<file path="config.mk">
export PLATFORM = sky130hd
export DESIGN_NAME = ex_muldiv
export DESIGN_NICKNAME = d
export VERILOG_FILES = /design/src/rtl/pipe_pkg.sv /design/src/rtl/muldiv_dp.sv /design/src/rtl/ex_muldiv.sv
export SDC_FILE = /design/constraint.sdc
export NUM_CORES = 1
export LEC_CHECK = 0
export BUFFER_PORTS_ARGS = -buffer_cell sky130_fd_sc_hd__buf_2
export CAP_MARGIN = 20
export CORE_MARGIN = 1
export CORE_UTILIZATION = 51
export DETAILED_ROUTE_END_ITERATION = 12
export PLACE_DENSITY = 0.7
export SYNTH_ARGS = -nofsm -noshare
export SYNTH_HDL_FRONTEND = slang
export SYNTH_SLANG_ARGS = --single-unit
</file>
<file path="constraint.sdc">
create_clock -name clk_i -period 15.75 [get_ports clk_i]
set_input_delay 3.15 -clock clk_i [delete_from_list [all_inputs] [get_ports clk_i]]
set_output_delay 3.15 -clock clk_i [all_outputs]
set_load 0.02 [all_outputs]
</file>
<file path="src/rtl/pipe_pkg.sv">
// Shared pipeline encodings: ALUOp/funct codes and the mul/div FSM state type.
// Latency: n/a (constants and a pure combinational helper).
// Backpressure: n/a.
package pipe_pkg;

   localparam logic [1:0] ALUOP_RTYPE = 2'b10;

   localparam logic [5:0] FUNCT_MFHI  = 6'h10;
   localparam logic [5:0] FUNCT_MFLO  = 6'h12;
   localparam logic [5:0] FUNCT_MULT  = 6'h18;
   localparam logic [5:0] FUNCT_MULTU = 6'h19;
   localparam logic [5:0] FUNCT_DIV   = 6'h1A;
   localparam logic [5:0] FUNCT_DIVU  = 6'h1B;

   // Iteration count runs 0..31, one datapath step per count value.
   localparam logic [4:0] CNT_LAST = 5'd31;

   typedef enum logic [1:0] {
      ST_IDLE = 2'd0,
      ST_BUSY = 2'd1,
      ST_FIX  = 2'd2
   } md_state_t;

   // Two's-complement negate when neg is set; used both for operand
   // magnitudes on entry and for sign correction on exit.
   function automatic logic [31:0] mag32(input logic [31:0] v, input logic neg);
      return neg ? (~v + 32'd1) : v;
   endfunction

endpackage

</file>
<file path="src/rtl/muldiv_dp.sv">
// Iterative 32x32 multiply / restoring divide datapath with final sign fix.
// Latency: one load cycle, then one acc step per step cycle; results are combinational from acc.
// Backpressure: none; the controlling FSM decides when to load and step.
module muldiv_dp
   import pipe_pkg::*;
(
   input  logic        clk_i,
   input  logic        rst_i,
   input  logic        load,
   input  logic        step,
   input  logic        op_div,
   input  logic        op_signed,
   input  logic [31:0] opa,
   input  logic [31:0] opb,
   output logic [31:0] res_hi,
   output logic [31:0] res_lo
);

   logic [63:0] acc;
   logic [31:0] opnd;
   logic        is_div;
   logic        is_signed;
   logic        neg_a;
   logic        neg_b;
   logic        div_zero;

   logic        sa;
   logic        sb;
   logic [63:0] acc_next;
   logic [32:0] mul_sum;
   logic [32:0] div_part;
   logic [31:0] div_diff;
   logic [63:0] prod;
   logic        q_neg;

   assign sa = op_signed & opa[31];
   assign sb = op_signed & opb[31];

   // One iteration: shift-add for multiply, compare/subtract/shift for divide.
   always_comb begin
      mul_sum  = {1'b0, acc[63:32]} + {1'b0, opnd};
      div_part = acc[63:31];
      div_diff = div_part[31:0] - opnd;
      acc_next = acc;
      if (is_div) begin
         if (div_part >= {1'b0, opnd}) acc_next = {div_diff, acc[30:0], 1'b1};
         else                          acc_next = {acc[62:0], 1'b0};
      end else begin
         if (acc[0]) acc_next = {mul_sum, acc[31:1]};
         else        acc_next = {1'b0, acc[63:1]};
      end
   end

   // Latch magnitudes and op kind on load, advance the accumulator on step.
   always_ff @(posedge clk_i or posedge rst_i) begin
      if (rst_i) begin
         acc       <= '0;
         opnd      <= '0;
         is_div    <= 1'b0;
         is_signed <= 1'b0;
         neg_a     <= 1'b0;
         neg_b     <= 1'b0;
         div_zero  <= 1'b0;
      end else if (load) begin
         is_div    <= op_div;
         is_signed <= op_signed;
         neg_a     <= sa;
         neg_b     <= sb;
         div_zero  <= op_div && (opb == 32'd0);
         // Divide keeps the dividend in acc low and the divisor aside;
         // multiply keeps the multiplier in acc low and the multiplicand aside.
         if (op_div) begin
            acc  <= {32'd0, mag32(opa, sa)};
            opnd <= mag32(opb, sb);
         end else begin
            acc  <= {32'd0, mag32(opb, sb)};
            opnd <= mag32(opa, sa);
         end
      end else if (step) begin
         acc <= acc_next;
      end
   end

   // Sign correction; a zero divisor leaves the all-ones quotient un-negated
   // and the remainder equal to the original dividend.
   always_comb begin
      prod  = (is_signed && (neg_a ^ neg_b)) ? (~acc + 64'd1) : acc;
      q_neg = is_signed & (neg_a ^ neg_b) & ~div_zero;
      if (is_div) begin
         res_hi = mag32(acc[63:32], neg_a);
         res_lo = mag32(acc[31:0], q_neg);
      end else begin
         res_hi = prod[63:32];
         res_lo = prod[31:0];
      end
   end

endmodule

</file>
<file path="src/rtl/ex_muldiv.sv">
// EX-stage multi-cycle MULT/MULTU/DIV/DIVU unit owning the HI/LO registers.
// Latency: 34 edges from accept to HI/LO update (accept, 32 steps, sign fix).
// Backpressure: stall_o holds muldiv starts and MFHI/MFLO while busy; other ops flow.
module ex_muldiv
   import pipe_pkg::*;
(
   input  logic        clk_i,
   input  logic        rst_i,
   input  logic [1:0]  ALUOp_i,
   input  logic [5:0]  funct_i,
   input  logic [31:0] Data1_i,
   input  logic [31:0] Data2_i,
   output logic [31:0] hi_o,
   output logic [31:0] lo_o,
   output logic        busy_o,
   output logic        stall_o
);

   md_state_t   state;
   logic [4:0]  cnt;
   logic        is_start;
   logic        is_read;
   logic        op_div;
   logic        op_signed;
   logic        load;
   logic        step;
   logic [31:0] res_hi;
   logic [31:0] res_lo;

   // Decode muldiv starts and HI/LO readers; only R-type funct fields count.
   always_comb begin
      is_start  = 1'b0;
      is_read   = 1'b0;
      op_div    = 1'b0;
      op_signed = 1'b0;
      if (ALUOp_i == ALUOP_RTYPE) begin
         case (funct_i)
            FUNCT_MULT:  begin is_start = 1'b1; op_signed = 1'b1; end
            FUNCT_MULTU: begin is_start = 1'b1; end
            FUNCT_DIV:   begin is_start = 1'b1; op_div = 1'b1; op_signed = 1'b1; end
            FUNCT_DIVU:  begin is_start = 1'b1; op_div = 1'b1; end
            FUNCT_MFHI,
            FUNCT_MFLO:  begin is_read = 1'b1; end
            default:     ;
         endcase
      end
   end

   // Starts are taken only from IDLE, so a start held under stall is accepted once.
   assign load    = (state == ST_IDLE) && is_start;
   assign step    = (state == ST_BUSY);
   assign busy_o  = (state != ST_IDLE);
   assign stall_o = (state != ST_IDLE) && (is_start || is_read);

   // Control FSM: accept, count 32 steps, then commit the corrected result to HI/LO.
   always_ff @(posedge clk_i or posedge rst_i) begin
      if (rst_i) begin
         state <= ST_IDLE;
         cnt   <= '0;
         hi_o  <= '0;
         lo_o  <= '0;
      end else begin
         case (state)
            ST_IDLE: begin
               if (is_start) begin
                  cnt   <= '0;
                  state <= ST_BUSY;
               end
            end
            ST_BUSY: begin
               cnt <= cnt + 5'd1;
               if (cnt == CNT_LAST) state <= ST_FIX;
            end
            ST_FIX: begin
               hi_o  <= res_hi;
               lo_o  <= res_lo;
               state <= ST_IDLE;
            end
            default: state <= ST_IDLE;
         endcase
      end
   end

   muldiv_dp u_dp (
      .clk_i     (clk_i),
      .rst_i     (rst_i),
      .load      (load),
      .step      (step),
      .op_div    (op_div),
      .op_signed (op_signed),
      .opa       (Data1_i),
      .opb       (Data2_i),
      .res_hi    (res_hi),
      .res_lo    (res_lo)
   );

endmodule

</file>
==> results.py, run 1 <==
metrics = {
    "worst_setup_path": {
        "ff2ff_path_depth": 12,
        "crit_type": "in2out",
        "reg2reg_slack_ps": 11750,
        "r2r-start": "u_dp.acc[39]",
        "end_kind": "primary output",
        "path_max_fanout": 2,
        "cp.required_ps": 12600,
        "worstSetupStartpointType": "input pin",
        "r2r-end": "u_dp.acc[44]",
        "worst_ep_arrival_time_ps": 3870,
    },
    "cts": {
        "clk_pin_slew_ps": 70,
        "cts_tree": "built",
        "clk_path_buf_depth": 2,
        "cts_buffers": 17,
        "cts_hold_buf": 0,
        "h-tree-depth": 4,
        "cts.sinks": 172,
        "post_cts_resized": 0,
        "clock_latency_ps": 450,
        "cts_setup_buffers": 0,
        "clockRootBuffer": "clkbuf_16",
    },
    "global_route": {
        "gr-max-usage-layer": "met2",
        "use_met3": 0.0363,
        "grt_pass1_vias": 12600,
        "met1_usage": 0.462,
        "grt_pass1_wl_microns": 71100,
        "antenna_found_initial": 1,
        "grtUsageMet2": 0.488,
        "grt_max_degree": 129,
        "grt_usage": 0.318,
        "grt-ovfl-total": 0,
    },
    "floorplan": {
        "fp.dieW_microns": 171,
        "core_sq_um": 27900,
        "rows": 61,
        "start_util": 0.522,
        "die_area_sq_um": 29200,
        "die_h_microns": 171,
        "io_pins": 140,
    },
    "final_layout": {
        "antenna_cells": 0,
        "fin_area_sq_um": 16000,
        "syn2layout_area_growth_pct": 9.80,
        "drive_gt1_frac": 0.119,
        "nets": 2045,
    },
    "sta": {
        "rsz0062_at_grt": "false",
        "layout_min_cycle_time_ps": 7020,
        "max_freq_mhz": 143,
        "worstMarginPinSlew_ps": 1050,
        "finalCritPeriodShare": 0.446,
        "clock_skew_ps": 13.1,
        "maxSlewHeadroom": 0.303,
        "setup_violations": 0,
        "hold_violations": 0,
        "fin_tns_setup_ps": 0,
        "finalMaxSlewViolations": 0,
    },
    "power_and_ir_drop": {
        "power_density_nw_per_um2": 177,
        "leakagePower_nw": 6.98,
        "vdd_drop_max_mv": 0.0948,
    },
    "detailed_routing": {
        "dr.first_iter.drc_count": 1363,
        "wl_per_cell_microns": 20.1,
        "viasPerCell": 6.08,
        "vias": 13900,
        "ant_nets": 0,
        "wl_microns": 46100,
        "drc_errors": 0,
        "dr.pass1.iters": 5,
    },
    "synth": {
        "synthDistinctLibCells": 84,
        "synth_top_area_share": 0.295,
        "ys_seq_elements": 172,
        "syn_inst": 1846,
        "syn_area_per_cell_sq_um": 7.89,
        "async_flop_share": 1.00,
        "ys_seq_area_frac": 0.295,
        "syn-num-nets": 1992,
        "yosysMostFrequentCell": "nand2_1",
        "synth_warnings": 0,
        "synth_top_area_cell": "dfrtp_1",
        "synth_edf_count": 0,
        "ys.flop_type": "dfrtp_1",
        "synth_common_cells": "235 x nand2_1, 187 x o21ai_0, 172 x dfrtp_1",
        "yosys-top-cells-area": "dfrtp_1 30%, o21ai_0 6.4%, nand2_1 6.1%",
        "netlist_area_sq_um": 14600,
    },
    "placement": {
        "placed_area_sq_um": 15400,
        "hpwl_microns": 34400,
        "portBuffers": 139,
        "gp_congestion": 0.976,
    },
    "run_status": {
        "status": "finished clean",
    },
    "worst_hold_path": {
        "min_to": "lo_o[14]",
        "hold_path_class": "reg2reg",
        "hp-start": "lo_o[14]",
        "hold_depth": 2,
    },
    "flow_run": {
        "maxCapViolCount": 0,
    },
}
## kinds of logic (layout without fill, tap and decap cells)
group,count (synthesis),count (layout),synth area share
buf+inv,188,254,0.0502
fa+ha+maj,72,72,0.0629
flops,172,172,0.295
mux,63,63,0.0436
simple gates,556,556,0.179
xor+xnor,175,175,0.105
compound gates,620,620,0.264
## area by class of cell
cell class | count | area, sq um
clock buffer | 18 | 429
inverter | 66 | 253
tap | 378 | 473
clock inverter | 14 | 128
multi-input combinational | 1486 | 9560
timing repair buffer | 156 | 843
sequential | 172 | 4310
fill | 2683 | 11900
## worst max-delay path by stage
| stage | from | end | slack (ps) | cells after the start |
|---|---|---|---|---|
| 2_1_floorplan | rst_i | cnt[0] | 7940 | 1 |
| 3_3_place_gp | funct_i[5] | stall_o | 8770 | 5 |
| 3_5_place_dp | funct_i[5] | stall_o | 8730 | 5 |
| 4_1_cts | funct_i[5] | stall_o | 8730 | 5 |
| 5_1_grt | funct_i[5] | stall_o | 8690 | 5 |
| 6_report | funct_i[5] | stall_o | 8730 | 5 |
## state kept, by name (all words and copies together), names as in the netlist
register,cells
u_dp.is_signed,1
u_dp.div_zero,1
hi_o,32
u_dp.opnd,32
lo_o,32
cnt,5
state,2
u_dp.neg_a,1
u_dp.is_div,1
u_dp.acc,64
u_dp.neg_b,1
## placed cells by master (no fill, tap or decap), types with 14 or more instances in the layout
cell	instances
nand2_1	235
o21ai_0	187
dfrtp_1	171
a21oi_1	167
buf_2	139
nor2_1	130
xor2_1	90
xnor2_1	85
ha_1	70
inv_1	64
mux2i_1	59
o211ai_1	56
nor3_1	32
nand3_1	32
a21o_1	31
o31ai_1	24
o21ai_1	21
or3_1	17
clkbuf_16	17
nand2b_1	16
buf_4	16
a31oi_1	14
a211oi_1	14
## through the flow
| stage | hold slack (ps) | setup slack (ps) | instances | total power, mW | utilization |
|---|---|---|---|---|---|
| final | 471 | 8730 | 2290 | 2.83 | 0.573 |
| after global routing | 503 | 8690 | 2290 | 3.03 | 0.573 |
| after CTS | 480 | 8730 | 2289 | 2.79 | 0.572 |
| after detailed placement | 464 | 8730 | 2257 | 2.37 | 0.552 |
| after global placement | 455 | 8770 | 2257 | 2.35 | 0.552 |
| after floorplan | 465 | 7940 | 1846 | 1.96 | - |
## routing by layer
metal	vias to the layer above	share of wire
met5	-	0
met4	0	0.026
met3	55	0.065
met2	487	0.43
met1	6640	0.47
li1	6746	-
## worst max-delay path: stages
cell and delay (ps):
buf_2 90, nand4bb_1 170, nor2_1 140, and3_1 160, buf_2 160
## power by group
part           total, mW  switching [mW]  internal [mW]  leakage [nW]
clock network      0.416           0.207          0.209         0.267
registers          0.826           0.278          0.548          2.09
logic               1.59           0.909          0.678          4.62
total               2.83            1.39           1.43          6.98
No activity file was read; power rests on OpenSTA's default activity.
==> inputs of run 2 (changes only) <==
--- a/config.mk
+++ b/config.mk
@@ -5,12 +5,13 @@
 export SDC_FILE = /design/constraint.sdc
 export NUM_CORES = 1
 export LEC_CHECK = 0
+export ABC_AREA = 1
 export BUFFER_PORTS_ARGS = -buffer_cell sky130_fd_sc_hd__buf_2
 export CAP_MARGIN = 20
 export CORE_MARGIN = 1
 export CORE_UTILIZATION = 51
 export DETAILED_ROUTE_END_ITERATION = 12
-export PLACE_DENSITY = 0.7
+export PLACE_DENSITY = 0.72
 export SYNTH_ARGS = -nofsm -noshare
 export SYNTH_HDL_FRONTEND = slang
 export SYNTH_SLANG_ARGS = --single-unit
==> constraint.sdc (replaced) <==
create_clock -name clk_i -period 6.3 [get_ports clk_i]
set_input_delay 1.26 -clock clk_i [delete_from_list [all_inputs] [get_ports clk_i]]
set_output_delay 1.26 -clock clk_i [all_outputs]
set_load 0.02 [all_outputs]
==> run 2 against run 1 <==
Net effect:
- global-route usage is 8.9 points higher
- worst hold slack improved by 4.4 ps
- sequential power increased to 2.8 times the previous value
- largest power group unchanged
==> results.py, run 2 <==
metrics = {
    "placement": {
        "gp_congestion": 1.07,
        "placed_cells": 3741,
        "portBuffers": 139,
        "hpwl_microns": 60500,
    },
    "final_layout": {
        "syn2layout_area_growth_pct": 8.08,
        "layout_commonest_cell": "nand2_1",
        "nets": 3445,
        "antenna_cells": 0,
        "mostFrequentLayoutCells": "1108 x nand2_1, 446 x inv_1, 350 x nor2_1, 298 x nand3_1, 171 x dfrtp_1",
        "finalNonFillerCells": 3773,
        "largest_reg_flops": 64,
        "drive_gt1_frac": 0.0864,
        "largest-register": "u_dp.acc",
    },
    "sta": {
        "setup_violations": 0,
        "worstMarginPinSlew_ps": 1010,
        "clock_skew_ps": 16.9,
        "rsz0062_at_grt": "false",
        "maxSlewHeadroom": 0.326,
        "hold_violations": 0,
        "fin_tns_setup_ps": 0,
        "layout_min_cycle_time_ps": 3590,
        "max_freq_mhz": 279,
        "finalMaxSlewViolations": 0,
        "finalCritPeriodShare": 0.569,
    },
    "detailed_routing": {
        "dr.first_iter.drc_count": 2639,
        "wl_microns": 76300,
        "dr.pass1.iters": 6,
        "viasPerCell": 5.85,
        "vias": 22100,
        "ant_nets": 0,
        "wl_per_cell_microns": 20.2,
        "drc_errors": 0,
    },
    "cts": {
        "cts_hold_buf": 0,
        "clock_latency_ps": 470,
        "h-tree-depth": 4,
        "cts_setup_buffers": 0,
        "cts.sinks": 172,
        "cts_buffers": 17,
        "clk_pin_slew_ps": 80,
        "clk_path_buf_depth": 2,
        "cts_tree": "built",
        "clockRootBuffer": "clkbuf_16",
        "post_cts_resized": 0,
    },
    "synth": {
        "ys_seq_elements": 172,
        "synth_top_area_share": 0.229,
        "yosysMostFrequentCell": "nand2_1",
        "syn_inst": 3231,
        "yosys-top-cells-area": "dfrtp_1 23%, nand2_1 22%, inv_1 9.0%",
        "synth_warnings": 0,
        "async_flop_share": 1.00,
        "netlist_area_sq_um": 18800,
        "synth_top_area_cell": "dfrtp_1",
        "syn-num-nets": 3377,
        "synth_edf_count": 0,
        "synthDistinctLibCells": 57,
        "syn_area_per_cell_sq_um": 5.81,
        "ys.flop_type": "dfrtp_1",
        "ys_seq_area_frac": 0.229,
        "synth_common_cells": "1109 x nand2_1, 448 x inv_1, 350 x nor2_1",
    },
    "power_and_ir_drop": {
        "internal_power_mw": 3.87,
        "power_density_nw_per_um2": 446,
        "vdd_drop_max_mv": 0.264,
        "seqPwrFrac": 0.254,
        "swShare": 0.573,
        "leakagePower_nw": 10.8,
        "switching_power_mw": 5.19,
        "pwr-share-comb": 0.617,
        "clkPwrFrac": 0.129,
    },
    "worst_setup_path": {
        "cp.required_ps": 6720,
        "path_max_fanout": 45,
        "worst_ep_arrival_time_ps": 4010,
        "r2r-start": "u_dp.neg_a",
        "end_kind": "register",
        "crit_type": "in2reg",
        "crit_start": "funct_i[2]",
        "worstSetupStartpointType": "input pin",
    },
    "global_route": {
        "grt_max_degree": 86,
        "grt_usage": 0.408,
        "grt_pass1_wl_microns": 118000,
        "antenna_found_initial": 0,
        "grt-ovfl-total": 0,
        "grt_pass1_vias": 20400,
    },
    "worst_hold_path": {
        "hold_path_class": "reg2reg",
        "hp-start": "hi_o[11]",
    },
    "floorplan": {
        "core_sq_um": 35900,
        "die_area_sq_um": 37600,
        "start_util": 0.523,
        "die_h_microns": 194,
        "fp.dieW_microns": 194,
        "io_pins": 140,
        "rows": 69,
    },
    "flow_run": {
        "maxCapViolCount": 0,
    },
    "run_status": {
        "status": "finished clean",
    },
}
[run 2: cell count changes after synthesis, sizes merged, moves of 19 or more]
cell,previous run,this run
mux2i,59,0
clkbuf,107,47
nand4,10,34
a21oi,167,135
a21o,31,2
nand3,33,310
inv,65,460
buf,15,63
o21ai,208,146
nand2,236,1127
nor2,132,379
nand2b,19,0
xnor2,85,17
[run 2: metrics by stage]
step                instance area (sq um)  setup slack (ps)  hold WS [ps]   util  power (mW)
floorplan                           18800               380           453      -        5.92
global placement                    19700              2380           458  0.548        7.64
detailed placement                  19700              2320           460  0.548        7.71
CTS                                 20300              2790           481  0.565        8.89
global route                        20300              2480           494  0.565        9.72
finish                              20300              2710           475  0.565        9.06
[run 2: area by class of cell]
cell class,instances,area (sq um)
fill,3810,15600
multi-input combinational,2484,12200
sequential,172,4310
inverter,465,1750
timing repair buffer,159,846
tap,461,577
clock buffer,17,425
clock inverter,15,203
[run 2: routing by layer]
metal / GRT usage / vias to the layer above / share of wire
met5: 0 / - / 0
met4: 0.213 / 0 / 0.056
met1: 0.545 / 10200 / 0.41
met3: 0.0687 / 218 / 0.10
met2: 0.632 / 1213 / 0.43
li1: - / 10400 / -
[run 2: logic make-up after synthesis]
group / after synthesis / share of synthesized area
buf+inv: 575 / 0.122
compound gates: 403 / 0.124
simple gates: 1915 / 0.432
flops: 172 / 0.229
xor+xnor: 94 / 0.0438
fa+ha+maj: 72 / 0.0488
[run 2: power groups by stage]
| stage | Combinational [mW] | Clock (mW) | Sequential [mW] |
|---|---|---|---|
| 2_1_floorplan | 3.93 | 0 | 1.99 |
| 3_3_place_gp | 5.39 | 0 | 2.25 |
| 3_5_place_dp | 5.45 | 0 | 2.26 |
| 4_1_cts | 5.49 | 1.17 | 2.24 |
| 5_1_grt | 6.22 | 1.20 | 2.30 |
| 6_report | 5.59 | 1.16 | 2.30 |
[run 2: final timing paths]
kind	to	slack (ps)	depth (start not counted)
worst min-delay path	hi_o[11]	480	2
worst max-delay path	u_dp.acc[5]	2710	12
worst max register to register	lo_o[7]	2820	8
min in group asynchronous	hi_o[12]	910	2
max in group asynchronous	u_dp.acc[56]	4170	3
worst min register to register	hi_o[11]	480	2
[run 2: critical path, cell delays in order]
cell and delay, ps:
buf_2 120, nor2_4 130, nand4_4 120, nor2_4 90, buf_4 350, inv_2 410, nor2_4 680, buf_4 430
nand2_1 100, nand3_1 110, o21ai_0 90, inv_1 60
